## src/rtl/branch_predict_unit.sv

```systemverilog
// branch_predict_unit
//   Dynamic branch predictor and PC-source controller. A table of saturating
//   counters (BHT) indexed by PC[2 +: log2(BHT_ENTRIES)] predicts conditional
//   branches in Decode. The prediction is carried to Execute (BPE), resolved
//   there, and used to train the counter. The unit drives the fetch PC mux
//   select and the D/E flushes, and it keeps saturating performance counters.
//
// Ports
//   clk, reset_n            : rising-edge clock, async active-low reset
//   PCD, opD                : PC and opcode of the instruction in Decode
//   PCE, BranchE, JalrE     : PC and control of the instruction in Execute
//   TakenE                  : branch condition result in Execute
//   FlushE_i                : bubble request from the hazard unit
//   BPD                     : Decode prediction (1 = taken)
//   PCSrc                   : fetch PC mux select
//   FlushD, FlushE          : Decode / Execute register flushes
//   BrCount, MissCount      : resolved / mispredicted conditional branches
module branch_predict_unit #(
  parameter int XLEN        = 32,
  parameter int BHT_ENTRIES = 64,
  parameter int CNT_W       = 2,
  parameter int PERF_W      = 32
) (
  input  logic              clk,
  input  logic              reset_n,
  input  logic [XLEN-1:0]   PCD,
  input  logic [6:0]        opD,
  input  logic [XLEN-1:0]   PCE,
  input  logic              BranchE,
  input  logic              JalrE,
  input  logic              TakenE,
  input  logic              FlushE_i,
  output logic              BPD,
  output logic [2:0]        PCSrc,
  output logic              FlushD,
  output logic              FlushE,
  output logic [PERF_W-1:0] BrCount,
  output logic [PERF_W-1:0] MissCount
);

  localparam int IDX_W = $clog2(BHT_ENTRIES);

  localparam logic [6:0] OP_JAL    = 7'b1101111;
  localparam logic [6:0] OP_BRANCH = 7'b1100011;

  localparam logic [CNT_W-1:0]  CNT_ONE  = CNT_W'(1);
  localparam logic [CNT_W-1:0]  CNT_RST  = {1'b0, {(CNT_W-1){1'b1}}};
  localparam logic [PERF_W-1:0] PERF_ONE = PERF_W'(1);

  typedef enum logic [2:0] {
    PC_PLUS4F  = 3'b000,
    PC_TARGETD = 3'b001,
    PC_JALRE   = 3'b010,
    PC_RECOVER = 3'b011,
    PC_TARGETE = 3'b100
  } pcsrc_e;

  logic [CNT_W-1:0]  r_bht [BHT_ENTRIES];
  logic              r_bpe;
  logic [PERF_W-1:0] r_br_cnt;
  logic [PERF_W-1:0] r_miss_cnt;

  logic [IDX_W-1:0]  w_idx_d;
  logic [IDX_W-1:0]  w_idx_e;
  logic [CNT_W-1:0]  w_cnt_d;
  logic [CNT_W-1:0]  w_cnt_e;
  logic              w_bpd;
  logic              w_bre;
  logic              w_miss_t;
  logic              w_miss_nt;
  logic              w_flush_e;
  pcsrc_e            w_pcsrc;
  logic              w_unused_pc;

  // Only the index bits of the PCs are meaningful here.
  assign w_unused_pc = ^{PCD, PCE};

  assign w_idx_d = PCD[2 +: IDX_W];
  assign w_idx_e = PCE[2 +: IDX_W];
  assign w_cnt_d = r_bht[w_idx_d];
  assign w_cnt_e = r_bht[w_idx_e];

  // Decode read returns the registered value: a same-cycle E update to the
  // same entry becomes visible only on the following cycle.
  always_comb begin
    w_bpd = 1'b0;
    if (opD == OP_JAL)
      w_bpd = 1'b1;
    else if (opD == OP_BRANCH)
      w_bpd = w_cnt_d[CNT_W-1];
  end

  assign w_bre     = BranchE & ~JalrE;
  assign w_miss_t  = w_bre &  r_bpe & ~TakenE;
  assign w_miss_nt = w_bre & ~r_bpe &  TakenE;

  // Execute redirects take precedence over the Decode prediction.
  always_comb begin
    w_pcsrc = PC_PLUS4F;
    if (JalrE)
      w_pcsrc = PC_JALRE;
    else if (w_miss_t)
      w_pcsrc = PC_RECOVER;
    else if (w_miss_nt)
      w_pcsrc = PC_TARGETE;
    else if (w_bpd)
      w_pcsrc = PC_TARGETD;
  end

  assign w_flush_e = (w_pcsrc == PC_JALRE) | (w_pcsrc == PC_RECOVER) |
                     (w_pcsrc == PC_TARGETE);

  assign BPD       = w_bpd;
  assign PCSrc     = w_pcsrc;
  assign FlushE    = w_flush_e;
  assign FlushD    = (w_pcsrc != PC_PLUS4F);
  assign BrCount   = r_br_cnt;
  assign MissCount = r_miss_cnt;

  always_ff @(posedge clk or negedge reset_n) begin
    if (!reset_n) begin
      r_bpe <= 1'b0;
    end else if (FlushE_i || w_flush_e) begin
      r_bpe <= 1'b0;
    end else begin
      r_bpe <= w_bpd;
    end
  end

  always_ff @(posedge clk or negedge reset_n) begin
    if (!reset_n) begin
      for (int unsigned i = 0; i < BHT_ENTRIES; i++)
        r_bht[i] <= CNT_RST;
    end else if (w_bre) begin
      if (TakenE) begin
        if (w_cnt_e != '1)
          r_bht[w_idx_e] <= w_cnt_e + CNT_ONE;
      end else begin
        if (w_cnt_e != '0)
          r_bht[w_idx_e] <= w_cnt_e - CNT_ONE;
      end
    end
  end

  always_ff @(posedge clk or negedge reset_n) begin
    if (!reset_n) begin
      r_br_cnt   <= '0;
      r_miss_cnt <= '0;
    end else begin
      if (w_bre && (r_br_cnt != '1))
        r_br_cnt <= r_br_cnt + PERF_ONE;
      if ((w_miss_t || w_miss_nt) && (r_miss_cnt != '1))
        r_miss_cnt <= r_miss_cnt + PERF_ONE;
    end
  end

endmodule
```

## config.mk

```make
export PLATFORM = sky130hd
export DESIGN_NAME = branch_predict_unit
export DESIGN_NICKNAME = d
export VERILOG_FILES = /design/src/rtl/branch_predict_unit.sv
export SDC_FILE = /design/constraint.sdc
export NUM_CORES = 1
export LEC_CHECK = 0
export ABC_AREA = 1
export BUFFER_PORTS_ARGS = -buffer_cell sky130_fd_sc_hd__buf_2
export CAP_MARGIN = 25
export CORE_MARGIN = 2
export CORE_UTILIZATION = 59
export DETAILED_ROUTE_END_ITERATION = 7
export PLACE_DENSITY = 0.81
export SYNTH_ARGS = -nofsm -noshare
export SYNTH_HDL_FRONTEND = slang
export SYNTH_SLANG_ARGS = --single-unit
```

## constraint.sdc

```tcl
create_clock -name clk -period 5.5 [get_ports clk]
set_clock_uncertainty 0.1 [all_clocks]
set_input_delay 0.825 -clock clk [delete_from_list [all_inputs] [get_ports clk]]
set_output_delay 0.825 -clock clk [all_outputs]
set_load 0.02 [all_outputs]
```

======== Yosys cells after proc, flatten, opt, wreduce, memory -nomap -nowiden ========
Cells that the tools add are included.
storage, ports and cells
  output and inout port bits .............. 70
  flip-flop bits (word level) ............. 193
  word-level logic and storage cells ...... 124
  input port bits ......................... 77
operators by class
  bitwise operators ....................... 12
  order comparisons ....................... 3
  mux-type cells .......................... 20
  reduce and logical (&&, ||, !) cells .... 9
  $add $sub $neg .......................... 4
  eq/ne operators ......................... 9
operator list
  cell                                                                     number
  128-bit 2-to-1 mux                                                       3
  128-bit bitwise mux                                                      2
  32-bit by 1-bit adder with 32-bit output, second input constant          2
  32-bit inequality test, second input constant                            2
  2-bit binary-select mux with 6-bit select                                2
  7-bit == test, second input constant                                     2
  7-bit >= comparator, second input constant                               2
  6-bit inverter with 7-bit output                                         2
  2-bit demux with 6-bit select                                            1
  2-bit 2-to-1 mux                                                         5
  3-bit 2-to-1 mux                                                         3
  7-bit by 1-bit < comparator with 1-bit output, second input constant     1
  3-bit by 2-bit == test with 1-bit output, second input constant          2
  1-bit AND                                                                5
  1-bit 2-to-1 mux                                                         4
  2-bit nonzero test                                                       2
  3-bit == test, second input constant                                     1
  1-bit logical AND                                                        3
  1-bit inverter                                                           3
  3-bit AND reduction                                                      1
  3-bit nonzero test                                                       1
  2-bit by 1-bit adder with 2-bit output, second input constant            1
  1-bit logical OR                                                         2
  2-bit by 1-bit inequality test with 1-bit output, second input constant  1
  other kinds (3)                                                          4

======== Logic depth before layout (Yosys ltp) ========
  word-level depth ........................ 15
  gate-level depth with buffers ........... 23

======== Worst setup path before layout ========
Ideal clock, no wire load.
  path type ............................... input to output
  start ................................... input port PCD[2]
  end ..................................... output port PCSrc[0]
  setup slack ............................. 2.182 ns
  arrival ................................. 2.393 ns
  buffers on the path ..................... 2
  stages on the path ...................... 14
  path through ............................ buf_2 -> clkbuf_1 -> nand2_1 -> nand3_1 -> nand3_1 -> nand2_1 -> nand2_1 -> nand3_1 -> nand3b_1 -> nand2_1 -> nand2_1 -> nand2_1 -> nand2_1 -> a21oi_1
between the ends
  longest elaborated chain between the ends .. 10
RTL lines
  element                                                 RTL line  RTL
  from (decl)                                             26        input logic [XLEN-1:0] PCD,
  6-bit inverter with 7-bit output (not written as such)  80        assign w_cnt_d = r_bht[w_idx_d];
  2-bit binary-select mux with 6-bit select               80
  2-bit 2-to-1 mux (not written as such) (2 in series)    80
  1-bit 2-to-1 mux                                        89        else if (opD == OP_BRANCH)
  1-bit 2-to-1 mux                                        87        if (opD == OP_JAL)
  net BPD                                                 33        output logic BPD,
  1-bit 2-to-1 mux                                        106       else if (w_bpd)
  3-bit 2-to-1 mux                                        104       else if (w_miss_nt)
  3-bit 2-to-1 mux                                        102       else if (w_miss_t)
  3-bit 2-to-1 mux                                        100       if (JalrE)
  to (decl)                                               34        output logic [2:0] PCSrc,
The timed path passes the listed nets, and every way through them passes these cells. The select of a mux whose other input is x is not followed.

======== Worst setup path in the final report ========
  start ................................... input port PCD[2]
  end ..................................... output port PCSrc[0]
between the ends
  longest elaborated chain between the ends .. 10
RTL lines
  element                                                 RTL line
  6-bit inverter with 7-bit output (not written as such)  80
  2-bit binary-select mux with 6-bit select               80
  2-bit 2-to-1 mux (not written as such) (2 in series)    80
  1-bit 2-to-1 mux                                        89
  1-bit 2-to-1 mux                                        87
  1-bit 2-to-1 mux                                        106
  3-bit 2-to-1 mux                                        104
  3-bit 2-to-1 mux                                        102
  3-bit 2-to-1 mux                                        100
Every way passes these cells. The select of a mux whose other input is x is not followed.

==> report_table.html <==
<table>
<tr><th>Metric</th><th>Value</th></tr>
<tr><th colspan="2">Layout</th></tr>
<tr><td>Diode insertion count for antenna repair</td><td>0</td></tr>
<tr><td>FF/Latch Area</td><td>a little under 5000 um2</td></tr>
<tr><td>Area grow syn2layout</td><td>10.8%</td></tr>
<tr><td>Filler Cell Count</td><td>roughly 1.5k</td></tr>
<tr><td>Fraction of final layout cells sized beyond drive strength 1</td><td>17.4%</td></tr>
<tr><td>Footprint of the multi-input gates</td><td>5220 um2</td></tr>
<tr><td>Nets</td><td>1626</td></tr>
<tr><th colspan="2">Clock tree</th></tr>
<tr><td>Post-CTS Hold Fix Bufs</td><td>0</td></tr>
<tr><td>Clock slew at reported path FFs</td><td>70 ps</td></tr>
<tr><td>Root Buffer</td><td>clkbuf_16</td></tr>
<tr><td>Max H-tree Level</td><td>4</td></tr>
<tr><td>Clock Latency Late Sink</td><td>roughly 440 ps</td></tr>
<tr><td>Number of buffers on the longest clock path</td><td>2</td></tr>
<tr><td>Sink Count</td><td>193</td></tr>
<tr><td>Number of post-CTS setup repair buffers</td><td>0</td></tr>
<tr><td>CTS tree</td><td>yes</td></tr>
<tr><td>Cts bufs inserted</td><td>17</td></tr>
<tr><td>Gates resized, CTS repair</td><td>0</td></tr>
<tr><th colspan="2">Routing</th></tr>
<tr><td>Detailed Route WL</td><td>30600 um</td></tr>
<tr><td>Remaining routing DRC violations</td><td>0</td></tr>
<tr><td>Number of nets with antenna violations after routing</td><td>0</td></tr>
<tr><td>First DRT Iteration DRCs</td><td>approximately 1.2k</td></tr>
<tr><td>Drt via density</td><td>5.70</td></tr>
<tr><td>Detailed-route via count</td><td>10.2k</td></tr>
<tr><td>Number of search-and-repair iterations in the first detailed-routing pass</td><td>6</td></tr>
<tr><td>Routed WL per cell</td><td>~17 um</td></tr>
<tr><th colspan="2">Placement</th></tr>
<tr><td>Last weighted congestion value of the routability-driven placer</td><td>0.927</td></tr>
<tr><td>Detailed-placement wirelength estimate</td><td>20100 um</td></tr>
<tr><td>I/O Buffers</td><td>94</td></tr>
<tr><th colspan="2">Power and ir drop</th></tr>
<tr><td>Power density over the cells</td><td>between 300 and 400 nW/um2</td></tr>
<tr><td>Total design power</td><td>3.80 mW</td></tr>
<tr><td>Worst vdd ir</td><td>between 0.2 and 0.25 mV</td></tr>
<tr><td>Leakage power summed over all cells</td><td>5.63 nW</td></tr>
<tr><th colspan="2">Synthesis</th></tr>
<tr><td>Post-synthesis cell area</td><td>approximately 11000 um2</td></tr>
<tr><td>Post-synthesis instance total</td><td>roughly 1.5k</td></tr>
<tr><td>Net count after synthesis</td><td>1543</td></tr>
<tr><td>Synth cell types</td><td>45</td></tr>
<tr><td>Flop and latch count out of synthesis</td><td>193</td></tr>
<tr><td>Post-synthesis sequential area ratio</td><td>approximately 45%</td></tr>
<tr><td>Synthesis warning total</td><td>0</td></tr>
<tr><td>Post-Synthesis Mean Instance Area</td><td>between 7 and 8 um2</td></tr>
<tr><th colspan="2">Floorplan</th></tr>
<tr><td>Starting Density</td><td>a little over 60%</td></tr>
<tr><td>Y dimension of the die</td><td>140 um</td></tr>
<tr><td>Number of top-level pins</td><td>147</td></tr>
<tr><td>Die boundary width</td><td>140 um</td></tr>
<tr><td>Core footprint</td><td>approximately 18000 um2</td></tr>
<tr><td>Number of standard-cell rows in the floorplan</td><td>roughly 50</td></tr>
<tr><td>Die area</td><td>19700 um2</td></tr>
<tr><th colspan="2">Global route</th></tr>
<tr><td>Maximum number of pins on one net before global-route repair</td><td>129</td></tr>
<tr><td>Sum of overflow across all layers after global routing</td><td>0</td></tr>
<tr><td>Global routing usage summed across all routing layers</td><td>31.5%</td></tr>
<tr><td>Via count of the first global-routing pass</td><td>9720</td></tr>
<tr><td>Initial antenna violation count</td><td>0</td></tr>
<tr><td>First-pass GRT wire length</td><td>49100 um</td></tr>
<tr><th colspan="2">Timing</th></tr>
<tr><td>Period Utilization, post-route</td><td>78.3%</td></tr>
<tr><td>Post-route worst hold slack</td><td>115 ps</td></tr>
<tr><td>Actual transition at the worst max-transition pin</td><td>1040 ps</td></tr>
<tr><td>Maximum operating frequency</td><td>approximately 0.23 GHz</td></tr>
<tr><td>Final Setup Violations</td><td>0</td></tr>
<tr><td>Total count of max-transition violations in the final report</td><td>0</td></tr>
<tr><td>Worst slew slack as a fraction of its limit</td><td>30.6%</td></tr>
<tr><td>Setup tns final</td><td>0 ps</td></tr>
<tr><td>Unrepaired setup endpoints after global routing</td><td>no</td></tr>
<tr><td>Shortest period the worst path allows</td><td>4310 ps</td></tr>
<tr><td>Total count of hold-check failures in the final report</td><td>0</td></tr>
<tr><th colspan="2">Setup path</th></tr>
<tr><td>Crit path launch type</td><td>input port</td></tr>
<tr><td>Nature of the critical path endpoint</td><td>output port</td></tr>
<tr><td>Source of the critical timing path</td><td>PCD[2]</td></tr>
<tr><td>Critical path start-end classification</td><td>in2out</td></tr>
<tr><td>Required time worst endpoint</td><td>approximately 4600 ps</td></tr>
<tr><td>Maximum fanout encountered on the critical timing path</td><td>33</td></tr>
<tr><td>Crit path arrival time</td><td>3380 ps</td></tr>
<tr><th colspan="2">Flow run</th></tr>
<tr><td>Max Cap Violations</td><td>0</td></tr>
<tr><th colspan="2">Hold path</th></tr>
<tr><td>Min-Delay Path Class</td><td>in2async</td></tr>
<tr><th colspan="2">Run status</th></tr>
<tr><td>Result of the run</td><td>finished, final reports clean</td></tr>
</table>
## critical path: stages
cell and delay [ps]:
buf_2 310, inv_1 860, nand2_1 160, nand3_1 140, nand3_1 90, nand2_1 100
nand2_1 60, nand3_1 60, nand3_1 80, nand2_1 150, nand2_1 90, nand2_1 90
nand2_1 50, a21oi_1 110, buf_2 170
## cell type report
class	count	share of cell area, %
Clock buffer	24	3.96
Clock inverter	8	0.844
Inverter	160	5.00
Multi-Input combinational cell	1074	42.9
Sequential cell	193	40.4
Tap cell	229	2.36
Timing Repair Buffer	99	4.52
## metrics by stage
step | cells | utilization, % | worst slack (ps) | cell area [um2]
finish | 1787 | 67.2 | 1190 | 12200
global route | 1787 | 67.2 | 1020 | 12200
detailed placement | 1754 | 63.8 | 1200 | 11500
floorplan | 1462 | - | 2180 | 11000
global placement | 1754 | 63.8 | 1280 | 11500
CTS | 1786 | 67.1 | 1330 | 12100
## logic make-up after synthesis
| logic type | after synthesis | share of synthesized area, % |
|---|---|---|
| flip-flops | 193 | 44.7 |
| buffers and inverters | 195 | 7.87 |
| adder cells (fa/ha/maj) | 4 | 0.456 |
| AO/OA/AOI/OAI | 134 | 7.31 |
| AND/OR/NAND/NOR | 875 | 34.7 |
| XOR/XNOR | 61 | 4.87 |
## per-layer routing
metal / track usage [%] / vias up / part of all wire (%)
met5: 0 / - / 0
li1: - / 4802 / -
met3: 6.29 / 84 / 9.6
met2: 51.0 / 534 / 47
met4: 12.4 / 0 / 3.1
met1: 41.9 / 4762 / 41
## cell usage in the layout, fill, tap and decap left out, types with 3 or more instances in the layout
cell and n:
inv_4 3, nand2_1 511, dfrtp_1 129, xnor2_1 11, nor4_1 14, o22ai_1 15
nand3_4 4, nand3_2 4, nor3_2 8, nor2_1 138, a22oi_1 10, clkbuf_16 17
o21ai_0 86, buf_2 93, nand2_2 43, a21oi_1 4, dfstp_2 64, nand4_1 21
nand3b_1 3, nor2_2 5, o22ai_2 6, inv_1 155, clkbuf_8 4, nand3_1 69
ha_1 4, buf_4 3, clkbuf_1 4, nor3_1 46, xor2_1 49, a221oi_1 3
## worst paths after layout
check	end	slack, ps	cells past startpoint
max	PCSrc[0]	1190	15
min	r_bht[17]	110	1
max reg2reg	r_bht[47]	2440	16
min reg2reg	flip-flop	370	2
max in group asynchronous	asynchronous set/reset pin	4030	3
min in group clk	flip-flop	370	2
## synth_stat cells, drive strengths merged
cell type | count | area [um2]
nand4 | 21 | 131
nand2 | 555 | 2200
xor2 | 50 | 438
o2111ai | 1 | 8.76
dfrtp | 129 | 3230
inv | 160 | 608
a22o | 2 | 17.5
o211ai | 1 | 7.51
a21oi | 6 | 37.5
nor4 | 14 | 87.6
nand3b | 3 | 22.5
clkbuf | 14 | 52.6
nor3 | 54 | 310
xnor2 | 11 | 96.3
or2 | 3 | 18.8
a22oi | 10 | 75.1
a221oi | 3 | 26.3
nand3 | 77 | 455
o21a | 1 | 7.51
o21ai | 87 | 435
ha | 4 | 50.1
and3 | 2 | 12.5
buf | 21 | 203
o22ai | 21 | 169
nor2 | 144 | 561
o22a | 2 | 17.5
dfstp | 64 | 1680
nor3b | 2 | 15.0
## power breakdown
group / switching [mW] / internal (mW) / leakage (nW)
registers: 0.156 / 1.61 / 2.36
clock network: 0.548 / 0.709 / 0.281
logic: 0.544 / 0.229 / 3.00
(Power assumes the default switching activity.)
